$ cat src/rtl/branch_target_buffer_pkg.sv
`default_nettype none
// ============================================================================
// Module      : branch_target_buffer_pkg
// Description : Shared branch-prediction types and constants (BTB + predictor)
// Revision    : 1.0 - initial release
// ============================================================================
package branch_target_buffer_pkg;

    localparam int PC_WIDTH       = 32;
    localparam int PC_SHARE_WIDTH = 8;

    // Prediction payload carried from F through ID to EX
    typedef struct packed {
        logic                v;
        logic [PC_WIDTH-1:0] pc;
        logic                pred;
        logic [PC_WIDTH-1:0] pred_tgt;
    } stage_t;

    localparam stage_t c_stage_idle = '0;

    // Word-aligned PC slice used to index the local predictor
    function automatic logic [PC_SHARE_WIDTH-1:0] pc_share(input logic [PC_WIDTH-1:0] pc);
        return pc[PC_SHARE_WIDTH+1:2];
    endfunction

endpackage
`default_nettype wire

$ cat src/rtl/branch_target_buffer_table.sv
`default_nettype none
// ============================================================================
// Module      : btb_table
// Description : Direct-mapped valid/tag/target store, one read + one write port
// Revision    : 1.0 - initial release
// ============================================================================
module btb_table #(
    parameter int IDX_WIDTH  = 6,
    parameter int TAG_WIDTH  = 8,
    parameter int DATA_WIDTH = 32
) (
    input  logic                  clk,
    input  logic                  reset_n,
    input  logic [IDX_WIDTH-1:0]  rd_idx,
    input  logic [TAG_WIDTH-1:0]  rd_tag,
    output logic                  rd_hit,
    output logic [DATA_WIDTH-1:0] rd_tgt,
    input  logic                  wr_en,
    input  logic [IDX_WIDTH-1:0]  wr_idx,
    input  logic [TAG_WIDTH-1:0]  wr_tag,
    input  logic [DATA_WIDTH-1:0] wr_tgt
);

    localparam int c_depth = 1 << IDX_WIDTH;

    logic [c_depth-1:0]    r_valid;
    logic [TAG_WIDTH-1:0]  r_tag [c_depth];
    logic [DATA_WIDTH-1:0] r_tgt [c_depth];

    always_ff @(posedge clk or negedge reset_n) begin
        if (!reset_n) begin
            r_valid <= '0;
        end else if (wr_en) begin
            r_valid[wr_idx] <= 1'b1;
        end
    end

    // Payload arrays are gated by the valid bits, so they need no reset
    always_ff @(posedge clk) begin
        if (wr_en) begin
            r_tag[wr_idx] <= wr_tag;
            r_tgt[wr_idx] <= wr_tgt;
        end
    end

    assign rd_hit = r_valid[rd_idx] & (r_tag[rd_idx] == rd_tag);
    assign rd_tgt = r_tgt[rd_idx];

endmodule
`default_nettype wire

$ cat src/rtl/branch_target_buffer.sv
`default_nettype none
// ============================================================================
// Module      : branch_target_buffer
// Description : BTB lookup, F->ID->EX prediction pipeline and EX resolution.
//               Define BTB_STATS_EN to add saturating lookup/hit/mispredict counters.
// Revision    : 1.0 - initial release
// ============================================================================
module branch_target_buffer
    import branch_target_buffer_pkg::*;
#(
    parameter int IDX_WIDTH = 6,
    parameter int TAG_WIDTH = 8
) (
    input  logic                      clk,
    input  logic                      reset_n,
    input  logic                      stall,
    input  logic [PC_WIDTH-1:0]       pc_f,
    input  logic                      predict_taken,
    input  logic                      ex_is_branch,
    input  logic                      ex_taken,
    input  logic [PC_WIDTH-1:0]       ex_target,
    output logic [PC_SHARE_WIDTH-1:0] pc_share_rd,
    output logic [PC_WIDTH-1:0]       next_pc_pred,
    output logic                      pred_taken_f,
    output logic                      enable,
    output logic                      taken,
    output logic [PC_SHARE_WIDTH-1:0] pc_share_wr,
    output logic                      mispredict,
    output logic [PC_WIDTH-1:0]       redirect_pc
`ifdef BTB_STATS_EN
    ,
    output logic [31:0]               stat_lookups,
    output logic [31:0]               stat_hits,
    output logic [31:0]               stat_mispredicts
`endif
);

    stage_t                r_id;
    stage_t                r_ex;
    logic [IDX_WIDTH-1:0]  w_idx;
    logic [TAG_WIDTH-1:0]  w_tag;
    logic                  w_hit;
    logic [PC_WIDTH-1:0]   w_rd_tgt;
    logic                  w_br;
    logic                  w_tgt_wrong;

    assign w_idx = pc_f[IDX_WIDTH+1:2];
    assign w_tag = pc_f[IDX_WIDTH+TAG_WIDTH+1:IDX_WIDTH+2];

    btb_table #(
        .IDX_WIDTH  (IDX_WIDTH),
        .TAG_WIDTH  (TAG_WIDTH),
        .DATA_WIDTH (PC_WIDTH)
    ) u_table (
        .clk     (clk),
        .reset_n (reset_n),
        .rd_idx  (w_idx),
        .rd_tag  (w_tag),
        .rd_hit  (w_hit),
        .rd_tgt  (w_rd_tgt),
        .wr_en   (w_br & ex_taken),
        .wr_idx  (r_ex.pc[IDX_WIDTH+1:2]),
        .wr_tag  (r_ex.pc[IDX_WIDTH+TAG_WIDTH+1:IDX_WIDTH+2]),
        .wr_tgt  (ex_target)
    );

    assign pc_share_rd  = pc_share(pc_f);
    assign pred_taken_f = w_hit & predict_taken;
    assign next_pc_pred = pred_taken_f ? w_rd_tgt : pc_f + 32'd4;

    // Resolution is suppressed while stalled so each branch updates exactly once
    assign w_br        = r_ex.v & ex_is_branch & ~stall;
    assign w_tgt_wrong = ex_taken & r_ex.pred & (ex_target != r_ex.pred_tgt);
    assign enable      = w_br;
    assign taken       = ex_taken;
    assign pc_share_wr = pc_share(r_ex.pc);
    assign mispredict  = w_br & ((ex_taken != r_ex.pred) | w_tgt_wrong);
    assign redirect_pc = ex_taken ? ex_target : r_ex.pc + 32'd4;

    always_ff @(posedge clk or negedge reset_n) begin
        if (!reset_n) begin
            r_id <= c_stage_idle;
            r_ex <= c_stage_idle;
        end else if (!stall) begin
            r_id <= '{v: ~mispredict, pc: pc_f, pred: pred_taken_f, pred_tgt: w_rd_tgt};
            r_ex <= '{v: r_id.v & ~mispredict, pc: r_id.pc, pred: r_id.pred,
                      pred_tgt: r_id.pred_tgt};
        end
    end

`ifdef BTB_STATS_EN
    logic [31:0] r_lookups;
    logic [31:0] r_hits;
    logic [31:0] r_mispredicts;

    always_ff @(posedge clk or negedge reset_n) begin
        if (!reset_n) begin
            r_lookups     <= '0;
            r_hits        <= '0;
            r_mispredicts <= '0;
        end else begin
            if (!stall && r_lookups != '1) begin
                r_lookups <= r_lookups + 32'd1;
            end
            if (!stall && w_hit && r_hits != '1) begin
                r_hits <= r_hits + 32'd1;
            end
            if (mispredict && r_mispredicts != '1) begin
                r_mispredicts <= r_mispredicts + 32'd1;
            end
        end
    end

    assign stat_lookups     = r_lookups;
    assign stat_hits        = r_hits;
    assign stat_mispredicts = r_mispredicts;
`else
    // Statistics counters are not built in this configuration
`endif

endmodule
`default_nettype wire

$ cat config.mk
export PLATFORM = sky130hd
export DESIGN_NAME = branch_target_buffer
export DESIGN_NICKNAME = d
export VERILOG_FILES = /design/src/rtl/branch_target_buffer_pkg.sv /design/src/rtl/branch_target_buffer_table.sv /design/src/rtl/branch_target_buffer.sv
export SDC_FILE = /design/constraint.sdc
export NUM_CORES = 2
export LEC_CHECK = 0
export CORE_UTILIZATION = 50
export DETAILED_ROUTE_END_ITERATION = 6
export GPL_ROUTABILITY_DRIVEN = 0
export PLACE_DENSITY_LB_ADDON = 0.3
export SETUP_SLACK_MARGIN = 0.2
export SYNTH_ARGS = -nofsm -noshare
export SYNTH_HDL_FRONTEND = slang
export SYNTH_HIERARCHICAL = 1
export SYNTH_SLANG_ARGS = --single-unit
$ cat constraint.sdc
create_clock -name clk -period 7.9 [get_ports clk]
set_clock_uncertainty 0.05 [all_clocks]
set_input_delay 1.58 -clock clk [delete_from_list [all_inputs] [get_ports clk]]
set_output_delay 1.58 -clock clk [all_outputs]
set_load 0.02 [all_outputs]
### After elaboration in Yosys (flattened, before gate mapping)

Memories as Yosys holds them, arrays and structs flattened.
Index checks and enable logic that the tools add are counted.

* bits in registers: 196
* output and inout port bits: 84
* memory bits (writable): 2560
* memories: 2
* input bits: 70
* word-level logic and storage cells: 41

Memories
* u_table.r_tgt: words 64, width 32, rd ports 1, clocked after Yosys merged registers in 0, write ports 1, RTL line branch_target_buffer_table.sv:28 `logic [DATA_WIDTH-1:0] r_tgt [c_depth];`
* u_table.r_tag: words 64, width 8, rd ports 1, clocked after Yosys merged registers in 0, write ports 1, RTL line branch_target_buffer_table.sv:27 `logic [TAG_WIDTH-1:0] r_tag [c_depth];`

* equality and inequality tests: 3
* bitwise gates (word level): 13
* reduce and logical (&&, ||, !) cells: 1
* multiplexer cells: 8
* order comparisons: 3
* $add $sub $neg: 2

Operators by type and width (number)
* 32-bit by 3-bit adder with 32-bit output, second input constant: 2
* 32-bit two-way mux: 2
* 64-bit OR: 1
* 32-bit inequality test: 1
* 6-bit by 7-bit < comparator with 1-bit output, second input constant: 2
* 1-bit AND: 9
* 8-bit == test: 1
* 1-bit binary-select mux with 6-bit select: 1
* 1-bit demux with 6-bit select: 1
* 6-bit by 1-bit greater-or-equal comparator with 1-bit output, second input constant: 1
* 1-bit two-way mux: 4
* 1-bit NOT: 2
* 1-bit logical AND: 1
* 1-bit inequality test: 1
* 1-bit OR: 1

### Logic depth before layout (Yosys ltp)

* word-level depth: 6
* gate-level depth with buffers: 16
* mapped depth without buffers: 10

### Hierarchy

The synthesis kept the hierarchy.

By module, submodules not included
* btb_table: area an instance 100267.4 sq um, sequential area each 78475.3 sq um, cells each 4079, times used 1
* branch_target_buffer: area an instance 7208.2 sq um, sequential area each 3303.2 sq um, cells each 660, times used 1

### Worst setup path after synthesis

Ideal clock, no wire load.

* kind: input -> output
* from: input pc_f[4]
* to: output next_pc_pred[21]
* stages on the path: 15
* path buffers: 8
* arrival time: 4.548 ns
* setup slack: 1.722 ns
* required time: 6.270 ns
* path through: buf_4 > buf_2 > buf_4 > buf_2 > buf_2 > buf_1 > o211ai_1 > a32oi_1 > o21ai_0 > xnor2_1 > nor4_2 > nand2_1 > buf_1 > clkbuf_1 > a21oi_1

* word-level cells in the longest chain between the ends: 5
* elaborated cells on any way between the ends: 9
* those cells by class: add/sub: 1; eq/ne: 1; mux: 3; bitwise: 2; memory: 2

RTL lines
* start: declaration: RTL line branch_target_buffer.sv:17 `input logic [PC_WIDTH-1:0] pc_f,`
* memory read 64 x 8 bit or 1-bit binary-select mux with 6-bit select (tied branches)
* 8-bit == test or 1-bit two-way mux (tied branches): RTL line branch_target_buffer_table.sv:46 `assign rd_hit = r_valid[rd_idx] & (r_tag[rd_idx] == rd_tag);`
* 1-bit AND (*): RTL line branch_target_buffer_table.sv:46
* via w_hit: RTL line branch_target_buffer.sv:42 `logic w_hit;`
* 1-bit AND (*): RTL line branch_target_buffer.sv:68 `assign pred_taken_f = w_hit & predict_taken;`
* 32-bit two-way mux (*): RTL line branch_target_buffer.sv:69 `assign next_pc_pred = pred_taken_f ? w_rd_tgt : pc_f + 32'd4;`
* end: declaration: RTL line branch_target_buffer.sv:23 `output logic [PC_WIDTH-1:0] next_pc_pred,`

The timed path passes the listed nets; every way through them passes the cells marked *. The select of a mux whose other input is x is not followed.

### Final worst setup path

* from: input pc_f[4]
* to: output next_pc_pred[3]

Same word-level chain as after synthesis.

==> results.toml <==
[min_path]
hold_path_end = "u_table/r_valid[41]"
min_delay_path_depth = 1
min_path_type = "reg -> reg"
min_from = "u_table/r_valid[41]"

[die]
dieArea_um2 = 217000
ioPinCount = 154
die_w_um = 466
initial_core_util_pct = 50.5
num_rows = 169
coreArea_um2 = 213000
chipHeight_um = 466

[synth]
yosysWarnings = 6
synth.distinct_cells = 70
syn_inst = 4739
synth_edf_count = 2560
synth_area_um2 = 107000
syn_avg_cell_area_um2 = 22.7
ys_seq_elements = 2756
seq_area_frac_synth_pct = 76.1
ys_async_sr_fraction_pct = 7.11
yosys_most_used_dff = "edfxtp_1"
syn_nets = 4812

[global_routing]
grt_pass1_wl_um = 441000
grt_use_total_pct = 29.9
antenna_found_initial = 20
grt_max_degree = 108
grt_pass1_vias = 53900
grt-ovfl-total = 0

[power]
p_int_mw = 24.6
seq_power_share_pct = 51.8
leakage_nw = 39.4
power_switching_mw = 6.88
p_sw_share_pct = 21.8
ir_drop_mv = 0.259
power_frac_comb_pct = 6.6
power_frac_clock_pct = 41.6
power_density_nw_per_um2 = 257

[setup_path]
regToRegStartpoint = "r_ex[65]"
r2r_end = "u_table/r_tgt[51][8]"
critPathLaunch = "pc_f[4]"
worstPathRequired_ns = 6.27
cp.arrival_ns = 5.84
r2r_slack_ns = 3.65
reg2reg_depth = 6
startpoint_type = "input pin"
crit_path_end_kind = "output port"
path_class = "in -> out"
cp_max_fo = 50

[cts]
cts.htree.levels = 5
clock-sinks = 2756
clock_path_buffers = 4
clkTransAtPathRegs_ns = 0.06
cts_buffers = 291
cts_hold_buffers = 0
cts_tree = "yes"
clk-insertion-delay-late_ns = 0.93
ctsRootBufferMaster = "clkbuf_16"
cts_setup_buffers = 0
cts.repair.resized = 0

[sta]
setup_ws_ns = 0.428
final.min_clock_period_ns = 7.47
slew_headroom_pct = 12.0
setup_violations = 0
max_freq_mhz = 134
fin_crit_sh_pct = 94.6
fin_tns_setup_ns = 0
rsz0062_at_grt = "no"
drv_slew = 0
tightestPinTransition_ns = 1.32
finalHoldViolCount = 0

[layout]
fin_nets = 5233
area_growth_pct = 14.2
n_fill_cell = 15000
drive_gt1_share_pct = 32.6

[drt]
wl_um = 322000
via_per_inst = 6.81
ant_nets = 0
via_count = 55800
detail_route.wl_per_cell_um = 39.3
drc = 0
drt_pass1_iterations = 6
dr.first_iter.drc_count = 8433

[job]
maxCapViolations = 0

[run_status]
outcome = "finished, final reports clean"

[placement]
numPortBuffers = 153
detailed_place_hpwl_um = 182000
place_ws_ns = 0.526
-- per-layer routing --
layer / up-vias / routed length [um] / global-route usage (%)
met1: 30100 / 116000 / 40.9
met3: 822 / 37600 / 6.72
met2: 4019 / 150000 / 45.7
li1: 20800 / - / -
met5: - / 134 / 0
met4: 12 / 18400 / 14.7
-- worst max-delay path by stage --
stage | endpoint | slack, ns | depth (start not counted)
after detailed placement | next_pc_pred[0] | 0.53 | 14
after floorplan | next_pc_pred[21] | 1.72 | 15
after global placement | next_pc_pred[1] | 0.58 | 12
final | next_pc_pred[3] | 0.43 | 14
after CTS | next_pc_pred[3] | 0.51 | 12
after global routing | next_pc_pred[3] | 0.40 | 13
-- layout make-up --
| class | count | area [um2] | share of cell area, % |
|---|---|---|---|
| flip-flops and latches | 2756 | 81800 | 66.6 |
| multi-input cells | 1706 | 24700 | 20.1 |
| clock buffers | 370 | 7840 | 6.38 |
| repair buffers | 389 | 3710 | 3.02 |
| well taps | 2821 | 3530 | 2.87 |
| clock inverters | 126 | 1120 | 0.915 |
| inverters | 16 | 60.1 | 0.0489 |
| diodes | 13 | 32.5 | 0.0265 |
-- state kept, by name, summed over array words and instances, names as in the netlist --
signal           count
r_ex                58
u_table/r_valid     64
pc_share_wr          8
u_table/r_tgt     2048
u_table/r_tag      512
r_id                66
-- cells by family after synthesis --
group	count (synthesis)	share of synthesized area [%]
flops	2756	76.1
simple gates	454	2.23
compound gates	176	1.07
mux	988	18.5
buf+inv	277	1.38
fa+ha+maj	3	0.0349
xor+xnor	85	0.693
-- cell usage after synthesis (all sizes together) (2+ instances only) --
master / n / area (um2)
o31ai: 5 / 37.5
a211oi: 11 / 82.6
inv: 15 / 56.3
or3b: 3 / 26.3
a221o: 3 / 30.0
dfrtp: 196 / 4900
mux2i: 59 / 591
mux2: 145 / 1630
or4: 2 / 15.0
nand2: 82 / 308
o221ai: 6 / 58.8
nand2b: 10 / 62.6
edfxtp: 2560 / 76900
a21oi: 37 / 185
mux4: 784 / 17700
nor2: 128 / 488
a22oi: 14 / 105
and4: 7 / 61.3
nor3: 17 / 110
and2: 6 / 37.5
buf: 145 / 986
xor2: 59 / 517
xnor2: 26 / 228
or3: 11 / 68.8
nand4: 32 / 228
and3: 13 / 86.3
a221oi: 6 / 52.6
ha: 3 / 37.5
a22o: 5 / 43.8
clkbuf: 116 / 435
a31oi: 16 / 100
or2: 66 / 413
a32oi: 4 / 35.0
o22ai: 8 / 50.1
nor2b: 19 / 119
nand3: 35 / 180
o21ai: 41 / 205
nor4: 17 / 140
a311oi: 2 / 17.5
o211ai: 6 / 45.0
a2111oi: 2 / 17.5
nand3b: 6 / 57.6
-- placed cells by master (no fill, tap or decap), drive strengths merged, types with 82 or more instances in the layout --
| master | count |
|---|---|
| buf | 277 |
| edfxtp | 2560 |
| mux4 | 784 |
| nor2 | 128 |
| clkbuf | 370 |
| clkinv | 95 |
| nand2 | 82 |
| dfrtp | 196 |
| clkdlybuf4s50 | 112 |
| mux2 | 145 |
-- power by group through the flow --
stage / Sequential [mW] / Clock, mW / Combinational, mW
final: 16.3 / 13.1 / 2.08
after global routing: 16.3 / 13.7 / 2.15
after CTS: 16.3 / 13.2 / 2.07
after detailed placement: 16.6 / 0 / 2.07
after global placement: 16.6 / 0 / 2.03
after floorplan: 16.7 / 0 / 1.08
-- metrics by stage --
| stage | total power, mW | util [%] | cells | cell area [um2] | hold slack, ns |
|---|---|---|---|---|---|
| final | 31.5 | 57.7 | 8197 | 123000 | 0.414 |
| after CTS | 31.6 | 57.6 | 8184 | 123000 | 0.414 |
| after global placement | 18.7 | 53.4 | 7688 | 114000 | 0.396 |
| after detailed placement | 18.7 | 53.4 | 7688 | 114000 | 0.400 |
| after floorplan | 17.7 | - | 4739 | 107000 | 0.384 |
| after global routing | 32.2 | 57.6 | 8186 | 123000 | 0.427 |
-- worst max-delay path, stage by stage --
cell and delay (ns):
buf_8 0.33, buf_4 0.35, buf_4 0.28, mux4_2 0.32, and3_1 0.17, a31oi_1 0.14, nand4_1 0.14, nor4_1 0.45
o32ai_1 0.18, nor4_2 0.34, nand2_2 0.31, inv_1 0.23, mux2_2 0.36, clkdlybuf4s50_1 0.54
Power figures use the tool's default switching activity.
